File: config.mk
export PLATFORM = sky130hd
export DESIGN_NAME = ni_req_packetizer
export DESIGN_NICKNAME = d
export VERILOG_FILES = /design/src/rtl/ni_pkg.sv /design/src/rtl/ni_req_packetizer.sv
export SDC_FILE = /design/constraint.sdc
export NUM_CORES = 1
export LEC_CHECK = 0
export BUFFER_PORTS_ARGS = -buffer_cell sky130_fd_sc_hd__clkbuf_2
export CORE_ASPECT_RATIO = 0.8
export CORE_MARGIN = 8
export CORE_UTILIZATION = 45
export CTS_CLUSTER_SIZE = 30
export DETAILED_ROUTE_END_ITERATION = 6
export PLACE_DENSITY = 0.78
export SETUP_SLACK_MARGIN = 0.4
export SLEW_MARGIN = 40
export SYNTH_ARGS = -nofsm -noshare
export SYNTH_HDL_FRONTEND = slang
export SYNTH_SLANG_ARGS = --single-unit
File: constraint.sdc
create_clock -name clk -period 4.82 [get_ports clk]
set_clock_uncertainty 0.05 [all_clocks]
set_input_delay 0.241 -clock clk [delete_from_list [all_inputs] [get_ports clk]]
set_output_delay 0.241 -clock clk [all_outputs]
set_load 0.005 [all_outputs]
File: src/rtl/ni_pkg.sv
// Request packet layout shared by the NI packetizer and its consumers.
// Define NI_TAIL_PARITY_EN to carry the XOR of the body data fields in the tail flit.
package ni_pkg;

    localparam int ADDR_WIDTH                 = 14;
    localparam int DATA_WIDTH                 = 32;
    localparam int FLIT_WIDTH                 = 16;
    localparam int TOTAL_FLITS                = 6;
    localparam int NUM_BODY_FLITS             = 4;
    localparam int REMAINING_BEATS_LENGTH_REQ = 2;

    typedef struct packed {
        logic [2:0] number_of_flits;
        logic [1:0] flag_bits;
        logic [2:0] mode_bits;
        logic [3:0] destination_addr;
        logic [3:0] source_addr;
    } head_flit_s;

    typedef struct packed {
        logic [14:0] data_bits;
        logic        flit_identifier;
    } body_flit_s;

    typedef struct packed {
        logic [14:0] data_bits;
        logic        flit_identifier;
    } tail_flit_s;

    typedef struct packed {
        head_flit_s                          head;
        body_flit_s [NUM_BODY_FLITS-1:0]     body;
        tail_flit_s                          tail;
    } req_packet_s;

    function automatic logic [DATA_WIDTH-1:0] get_data(input req_packet_s p);
        return {p.body[1].data_bits, p.body[2].data_bits, p.body[3].data_bits[14:13]};
    endfunction

    function automatic logic [ADDR_WIDTH-1:0] get_addr(input req_packet_s p);
        return p.body[0].data_bits[ADDR_WIDTH-1:0];
    endfunction

    // Exact inverse of get_data/get_addr; the low 13 bits of body[3] are padding.
    function automatic req_packet_s build_req_packet(
        input logic [ADDR_WIDTH-1:0] addr,
        input logic [DATA_WIDTH-1:0] data,
        input logic [2:0]            mode,
        input logic [1:0]            flags,
        input logic [3:0]            dest,
        input logic [3:0]            src
    );
        req_packet_s p;
        p = '0;
        p.head.number_of_flits  = 3'(TOTAL_FLITS);
        p.head.flag_bits        = flags;
        p.head.mode_bits        = mode;
        p.head.destination_addr = dest;
        p.head.source_addr      = src;
        p.body[0].data_bits     = {1'b0, addr};
        p.body[1].data_bits     = data[31:17];
        p.body[2].data_bits     = data[16:2];
        p.body[3].data_bits     = {data[1:0], 13'b0};
`ifdef NI_TAIL_PARITY_EN
        p.tail.data_bits        = p.body[0].data_bits ^ p.body[1].data_bits ^
                                  p.body[2].data_bits ^ p.body[3].data_bits;
`else
        p.tail.data_bits        = '0;
`endif
        p.tail.flit_identifier  = 1'b1;
        return p;
    endfunction

endpackage

File: src/rtl/ni_req_packetizer.sv
// Serializes one write request into head / 4 body / tail flits over a valid-ready link.
// Tail content depends on NI_TAIL_PARITY_EN (see ni_pkg::build_req_packet).
module ni_req_packetizer
    import ni_pkg::*;
#(
    parameter logic [3:0] SRC_ADDR = 4'h0
) (
    input  logic                  clk,
    input  logic                  rst_n,
    input  logic                  req_valid,
    output logic                  req_ready,
    input  logic [ADDR_WIDTH-1:0] req_addr,
    input  logic [DATA_WIDTH-1:0] req_data,
    input  logic [2:0]            req_mode,
    input  logic [1:0]            req_flags,
    input  logic [3:0]            req_dest,
    output logic [FLIT_WIDTH-1:0] flit_out,
    output logic                  flit_valid,
    input  logic                  flit_ready,
    output logic                  flit_last
);

    typedef enum logic [1:0] {IDLE, HEAD, BODY, TAIL} state_e;

    localparam logic [REMAINING_BEATS_LENGTH_REQ-1:0] LAST_BEAT =
        REMAINING_BEATS_LENGTH_REQ'(NUM_BODY_FLITS - 1);

    state_e                                state, state_nxt;
    logic [REMAINING_BEATS_LENGTH_REQ-1:0] beat, beat_nxt;
    req_packet_s                           pkt;
    logic                                  accept;

    assign accept = req_valid && req_ready;

    always_ff @(posedge clk or negedge rst_n) begin
        if (!rst_n) begin
            state <= IDLE;
            beat  <= '0;
            pkt   <= '0;
        end else begin
            state <= state_nxt;
            beat  <= beat_nxt;
            // Snapshot on acceptance so input changes cannot leak into a packet in flight.
            if (accept)
                pkt <= build_req_packet(req_addr, req_data, req_mode, req_flags,
                                        req_dest, SRC_ADDR);
        end
    end

    always_comb begin
        state_nxt  = state;
        beat_nxt   = beat;
        req_ready  = 1'b0;
        flit_valid = 1'b0;
        flit_last  = 1'b0;
        flit_out   = '0;
        case (state)
            IDLE: begin
                req_ready = 1'b1;
                if (req_valid)
                    state_nxt = HEAD;
            end
            HEAD: begin
                flit_valid = 1'b1;
                flit_out   = pkt.head;
                if (flit_ready) begin
                    state_nxt = BODY;
                    beat_nxt  = '0;
                end
            end
            BODY: begin
                flit_valid = 1'b1;
                flit_out   = pkt.body[beat];
                if (flit_ready) begin
                    if (beat != LAST_BEAT)
                        beat_nxt = beat + 1'b1;
                    else
                        state_nxt = TAIL;
                end
            end
            TAIL: begin
                flit_valid = 1'b1;
                flit_last  = 1'b1;
                flit_out   = pkt.tail;
                if (flit_ready)
                    state_nxt = IDLE;
            end
            default: state_nxt = IDLE;
        endcase
    end

endmodule

### Yosys cells after proc, flatten, opt, wreduce, memory -nomap -nowiden

Cells that the tools add are included.

* input port bits: 59
* register bits after elaboration: 61

* equality and inequality tests: 10
* $add $sub $neg: 1
* $lt $le $gt $ge: 1
* reductions and logical operators: 6
* mux-type cells: 15

Operators by type and width (count)
* $pmux W16 S3: 1
* $bmux W16 S2: 1
* $mux W16: 1
* $mux W2: 7
* $ne A2 B2 Y1 const B: 7
* $pmux W2 S4: 1
* $reduce_and A5 Y1: 1
* $eq A2 B2 Y1 const B: 2
* $pmux W2 S2: 1
* $reduce_and A4 Y1: 1
* $lt A2 B3 Y1 const B: 1
* $mux W1: 3
* $reduce_or A3 Y1: 1
* $add A2 B1 Y2 const B: 1
* $eq A2 B1 Y1 const B: 1
* $logic_not A2 Y1: 1
* $reduce_bool A2 Y1: 1
* $logic_and A1 B1 Y1: 1

### Longest topological paths before layout

Gate-level depths: netlist (run 1).

* word-level depth: 4
* mapped depth: 6
* depth with buffers taken out: 5

### Worst setup path after synthesis (run 1)

Ideal clock, no wire load.

* kind: reg2out
* start: register state[0]
* end: output flit_out[7]
* required time: 4529 ps
* cell stages (with the launch flop): 6
* arrival: 1286 ps
* slack: 3243 ps
* cell sequence: dfrtp_1 inv_1 ha_1 nor2b_1 clkbuf_1 a22o_1

* longest elaborated chain between the ends: 2
* elaborated cells on any way between the ends: 4
* classes of those cells: 3 x eq/ne; 1 x mux

RTL lines
* start: declaration: line ni_req_packetizer.sv:28 `state_e state, state_nxt;`
* start signal: assignment: line ni_req_packetizer.sv:41 `state <= state_nxt;`
* $eq A2 B2 Y1 / $eq A2 B1 Y1 (equally long branches): line ni_req_packetizer.sv:57 `case (state)`
* $pmux W16 S3 (*): line ni_req_packetizer.sv:57
* end: declaration: line ni_req_packetizer.sv:17 `output logic [FLIT_WIDTH-1:0] flit_out,`

Every way passes the cells marked *; elsewhere a longest branch is shown, timed or not.

### Worst setup path after layout (run 1)

Ends and elaborated chain as after synthesis.

==> results of run 1 <==
## worst max-delay path by stage
stage	slack (ns)	to	start	cells after the start
floorplan	3.24	flit_out[7]	state[0]$_DFFE_PN0P_	5
global placement	2.61	pkt[79]$_DFFE_PN0P_	state[0]$_DFFE_PN0P_	5
detailed placement	2.54	pkt[79]$_DFFE_PN0P_	state[1]$_DFFE_PN0P_	5
CTS	2.25	flit_out[9]	state[1]$_DFFE_PN0P_	5
global route	2.15	flit_out[9]	state[0]$_DFFE_PN0P_	5
finish	2.31	flit_out[7]	state[0]$_DFFE_PN0P_	5
## power groups by stage
stage	clock network (mW)	logic, mW	registers, mW
finish	0.451	0.894	0.908
global route	0.487	0.993	0.940
CTS	0.466	0.907	0.909
detailed placement	0	0.901	0.920
global placement	0	0.876	0.901
floorplan	0	0.726	0.851
## per-layer routing
metal,vias up,global-route usage [%]
met3,7,7.35
met2,53,22.4
li1,949,-
met4,0,3.95
met5,-,0
met1,1004,15.8
## through the flow
step | hold WS [ns] | util, % | setup slack [ns]
final | 0.0851 | 55.8 | 2.31
after global routing | 0.0621 | 55.8 | 2.15
after CTS | 0.0293 | 55.6 | 2.25
after detailed placement | 0.402 | 52.4 | 2.54
after global placement | 0.392 | 52.4 | 2.61
after floorplan | -0.105 | - | 3.24
## cell usage after synthesis
cell type and count:
dfrtp_1 60, mux2_2 57, mux2i_1 17, nand2_1 10, a22o_1 9, nand3b_1 9
o21ai_0 8, buf_6 7, ha_1 7, inv_1 5, a21oi_1 3, buf_2 3
nand2b_1 3, nor2b_1 3, or2_2 3, clkbuf_1 2, a21boi_0 1, a21oi_2 1
a31oi_1 1, and2b_1 1, and3_1 1, buf_12 1, buf_4 1, clkbuf_2 1
mux2_4 1, nand3_1 1, nand4b_1 1, nor2_1 1, nor3_4 1, o211ai_1 1
o21ai_1 1, o221ai_2 1, o22a_1 1, or2_1 1
## area by class of cell
| cell class | count | area share, % |
|---|---|---|
| sequential | 60 | 42.0 |
| multi-input combinational | 144 | 37.1 |
| clock inverter | 5 | 1.71 |
| tap | 84 | 2.94 |
| inverter | 5 | 0.524 |
| clock buffer | 11 | 3.95 |
| timing repair buffer | 81 | 11.8 |
## registers in the layout, indices dropped and copies added, names as in the netlist
signal and cells:
pkt 56, beat 2, state 2
## cell families after synthesis
kind of cell	count (synthesis)
AND/OR/NAND/NOR	35
flip-flops	60
multiplexers	75
buffers and inverters	20
AO/OA/AOI/OAI	27
adder cells (fa/ha/maj)	7
## timing repair
action	in CTS	in global routing
hold endpoints to repair	0	60
setup buffers	0	0
hold buffers	0	1
## worst register-to-register path, cell delays in order (launching register included)
cell     delay (ns)
dfrtp_1        0.41
inv_1          0.10
ha_1           0.23
nand2_2        0.49
buf_4          0.48
mux2_2         0.39
==> results by group, run 1 <==
Power and ir drop
  – Sw Share: 32.7%
  – Internal power: 1.52 mW
  – Part of the power in combinational logic: 39.7%
  – Peak VDD IR: 0.289 mV
  – Total power: 2.25 mW
  – Total power per unit cell area: 630 nW/um^2
  – Seq pwr share: 40.3%
  – Clk pwr share: 20.0%
  – Psw: 0.736 mW
  – P_leak: 1.64 nW

Synthesis
  – XOR/XNOR share of the synthesized area: 0%
  – Post-Synth Simple-Gate Area: 7.23%
  – Post-synth top area share: 50.4%
  – Post-synthesis mux area share: 27.8%
  – Post-Syn Instances: 224
  – Compound-cell area share of the yosys netlist: 6.47%
  – Number of distinct library cells after synthesis: 34
  – Top cells by area, synth: dfrtp_1, mux2_2, mux2i_1
  – Largest family of logic cells by synthesized area: multiplexers
  – Post-Syn Area: 2980 sq um
  – Yosys warns: 0
  – Syn nets: 290
  – Synth Register Bits: 60
  – Post-synthesis adder-cell area fraction: 2.94%
  – Yosys top cell by area: dfrtp_1
  – Seq/Total Area, Yosys: 50.4%
  – Mean post-synth cell area: 13.3 sq um

Timing
  – TNS Setup: 0 ns
  – Post-layout min period: 2.51 ns
  – Setup Viol. Count Final: 0
  – Fmax achieved: 398 MHz
  – Slew Limit Fails: 0
  – Max_slew headroom: 45.6%
  – Final hold vios: 0
  – RSZ-0062 raised after global routing: false
  – Worst Tran Pin Value: 0.815 ns
  – Final worst path period share: 52.1%

Clocking
  – Max Root-Sink Buffers: 2
  – Post_cts resized: 0
  – CTS root buffer: clkbuf_8
  – H-tree Lvls: 3
  – CTS sink count: 60
  – CTS tree: yes
  – Clock-pin slew on the worst setup and hold paths: 0.07 ns
  – Num CTS Buffers: 9
  – Worst skew pair latency: 0.33 ns

Die
  – Initial core utilization: 46.4%
  – Core area: 6410 sq um
  – Die span in x: 107 um
  – Die Y: 88.7 um
  – Std cell rows: 26
  – Die footprint: 9490 sq um
  – I/O pin total: 78

Critical path
  – Worst path max stage delay: 0.69 ns
  – Critical path fanouts, max: 9
  – Worst r2r dst: pkt[79]$_DFFE_PN0P_
  – Slowest CP cell: nor2b_1
  – Nature of the critical path startpoint: register
  – WP data arrival: 2.22 ns
  – Worst path bufs/invs: 2
  – Reg-to-Reg Start: state[1]$_DFFE_PN0P_
  – Crit path max-delay family: simple AND/OR/NAND/NOR gates
  – Reg2Reg Depth: 5
  – R2R setup slack: 2.55 ns
  – Type of the worst setup path: reg2out
  – Worst-path cell chain: inv_1 -> ha_1 -> nor2b_1 -> a22o_1 -> clkbuf_2
  – Critical Path Sink Type: primary output
  – Worst EP required: 4.53 ns

Place
  – Post-DP Area: 3360 sq um
  – Input/output buffers: 77
  – # placed instances: 373
  – DP HPWL: 4.55 mm
  – Global placer's final weighted congestion: 0.746

Final layout
  – Non-filler cells, final: 390
  – FF/Latch Area: 1500 sq um
  – Commonest cells after routing, fill and taps aside: clkbuf_2, dfrtp_1, mux2_2, mux2i_1, clkbuf_8
  – # diodes: 0
  – Layout cells sized above 1: 52.9%
  – Area of the multi-input gates: 1330 sq um
  – Final nets: 367
  – Fin area: 3580 sq um
  – Area grow syn2layout: 20.2%
  – Most common cell after layout, fill and taps aside: clkbuf_2
  – Fillers: 556

Routing
  – Initial DRC count: 93
  – Remaining DRCs: 0
  – Uppermost routed layer: met4
  – Via Count: 2013
  – Metal1 wirelength: 2.76 mm
  – Drt pass-1 iters: 4
  – WL final: 6.33 mm
  – Routed met3 length: 496 um
  – DR vias/cell: 5.16
  – Routed wire per std cell: 16.2 um
  – Routed met2 length: 3.03 mm
  – DRT antenna net count: 0

Global routing
  – Remaining Overflow, GRT: 0
  – GR Util All Layers: 13.9%
  – Initial antenna violation count: 0
  – Vias in the first global route: 2157
  – Largest net degree at the start of global routing: 61
  – First-pass GRT wire length: 10.3 mm

Hold path
  – Worst min path class: in2reg
  – Worst hold stages: 2
  – Hold Path Origin: req_addr[2]
  – Hold Path Sink: pkt[19]$_DFFE_PN0P_

Job
  – Max-Cap Viols: 0

Outcome
  – Status: finished clean
Note: power is estimated with default switching activity, not from simulation.
==> inputs of run 2 (changes only) <==
Settings changed: PLACE_DENSITY 0.78 to 0.8.
Clock period 4.82 ns to 2.3 ns, I/O delays scaled along.
==> results by group, run 2 (synthesis results as in run 1) <==
Die
  – Die Y: 88.7 um
  – Initial core utilization: 46.4%
  – Die span in x: 107 um
  – Die footprint: 9490 sq um
  – I/O pin total: 78
  – Std cell rows: 26
  – Core area: 6410 sq um

Global routing
  – Met3 GRT Util: 6.48%
  – Met2 layer usage reported by global route: 27.8%
  – M1 GR Usage: 18.9%
  – Initial antenna violation count: 0
  – First-pass GRT wire length: 12.2 mm
  – Largest net degree at the start of global routing: 61
  – Remaining Overflow, GRT: 0
  – Vias in the first global route: 2515
  – GR Util All Layers: 16.3%
  – GRT Max-Usage Layer: met2

Power and ir drop
  – Total power per unit cell area: 1190 nW/um^2
  – Peak VDD IR: 0.562 mV
  – P_leak: 1.97 nW

Job
  – Max-Cap Viols: 0

Place
  – Input/output buffers: 77
  – Global placer's final weighted congestion: 0.789
  – Post-DP Area: 3420 sq um
  – DP HPWL: 4.72 mm

Critical path
  – WP data arrival: 1.70 ns
  – Critical path fanouts, max: 5
  – Nature of the critical path startpoint: register
  – Critical Path Sink Type: primary output
  – Type of the worst setup path: reg2out
  – Worst EP required: 2.13 ns

Clocking
  – Num CTS Buffers: 9
  – Max Root-Sink Buffers: 2
  – CTS root buffer: clkbuf_8
  – CTS tree: yes
  – Clock-pin slew on the worst setup and hold paths: 0.06 ns
  – Worst skew pair latency: 0.32 ns
  – CTS sink count: 60
  – H-tree Lvls: 3

Routing
  – Via Count: 2275
  – DRT antenna net count: 0
  – WL final: 7.32 mm
  – DR vias/cell: 4.92
  – Remaining DRCs: 0
  – Routed wire per std cell: 15.8 um
  – Initial DRC count: 45
  – Drt pass-1 iters: 6

Final layout
  – Final nets: 438
  – Post-layout util: 67.8%
  – Max reg flops: 56
  – Most common cell after layout, fill and taps aside: clkbuf_2
  – Largest regs: pkt x56, beat x2, state x2
  – Commonest cells after routing, fill and taps aside: clkbuf_2, mux2_2, dfrtp_1, dlygate4sd3_1, mux2i_1
  – Layout cells sized above 1: 49.9%
  – Biggest register: pkt
  – Fin area: 4340 sq um
  – Area grow syn2layout: 45.9%

Timing
  – Setup Viol. Count Final: 0
  – Post-layout min period: 1.87 ns
  – Final worst path period share: 81.3%
  – TNS Setup: 0 ns
  – Max_slew headroom: 64.0%
  – Fmax achieved: 535 MHz
  – RSZ-0062 raised after global routing: true
  – Slew Limit Fails: 0
  – Final hold vios: 0
  – Worst Tran Pin Value: 0.539 ns

Outcome
  – Status: finished clean

Hold path
  – Worst min path class: in2reg
==> run 2: cell count changes in the layout (fill, tap and decap cells not counted), moves of 3 or more <==
cell,previous run,this run
buf_4,2,13
dlygate4sd3_1,1,56
ha_4,0,4
ha_1,7,3
buf_6,1,4
==> run 2: report_power, final <==
part / internal [mW] / switching [mW]
Sequential: 1.59 / 0.292
Combinational: 1.36 / 0.990
Clock: 0.556 / 0.398
Total: 3.51 / 1.68
==> run 2: critical path, stage by stage, from the launching register on <==
cell,delay [ns]
dfrtp_2,0.41
clkinv_4,0.11
ha_4,0.19
nor2b_2,0.16
buf_4,0.16
a22o_1,0.23
clkbuf_2,0.12
==> run 2: final timing paths <==
kind | slack [ns] | start | cells after the start | endpoint
min in group asynchronous | 0.35 | rst_n | 3 | pkt[62]$_DFFE_PN0P_
max in group asynchronous | 1.44 | rst_n | 3 | state[0]$_DFFE_PN0P_
worst min register to register | 0.46 | pkt[19]$_DFFE_PN0P_ | 1 | pkt[19]$_DFFE_PN0P_
worst max register to register | 0.51 | state[0]$_DFFE_PN0P_ | 6 | pkt[33]$_DFFE_PN0P_
worst max-delay path | 0.43 | state[0]$_DFFE_PN0P_ | 6 | flit_out[7]
worst min-delay path | 0.15 | flit_ready | 3 | beat[1]$_DFFE_PN0P_
==> run 2: through the flow <==
| stage | std cells | power, mW | setup WS, ns | hold slack (ns) |
|---|---|---|---|---|
| global placement | 379 | 3.80 | 0.621 | 0.272 |
| floorplan | 224 | 3.31 | 0.746 | -0.231 |
| global route | 461 | 5.55 | 0.376 | 0.146 |
| finish | 462 | 5.19 | 0.431 | 0.149 |
| CTS | 454 | 5.11 | 0.414 | 0.125 |
| detailed placement | 379 | 3.90 | 0.495 | 0.271 |
==> run 2: final cells by class <==
| class | count | area, sq um |
|---|---|---|
| Timing Repair Buffer | 152 | 1110 |
| Fill cell | 476 | 2060 |
| Clock buffer | 12 | 155 |
| Multi-Input combinational cell | 144 | 1390 |
| Antenna cell | 1 | 2.50 |
| Clock inverter | 4 | 47.5 |
| Sequential cell | 60 | 1510 |
| Inverter | 5 | 26.3 |
| Tap cell | 84 | 105 |
==> run 2: metal layers <==
metal,routed length (um),vias up
met5,0,-
li1,-,1096
met4,52,0
met2,3780,57
met3,361,6
met1,3120,1116
==> run 2: repair_timing <==
| action | CTS | global route |
|---|---|---|
| endpoints found under the setup margin | 12 | 12 |
| hold buffers | 56 | 0 |
| gates resized for setup | 18 | 6 |
| buffers inserted | 3 | 6 |
| gates cloned | 0 | 1 |
| hold endpoints to repair | 115 | 0 |
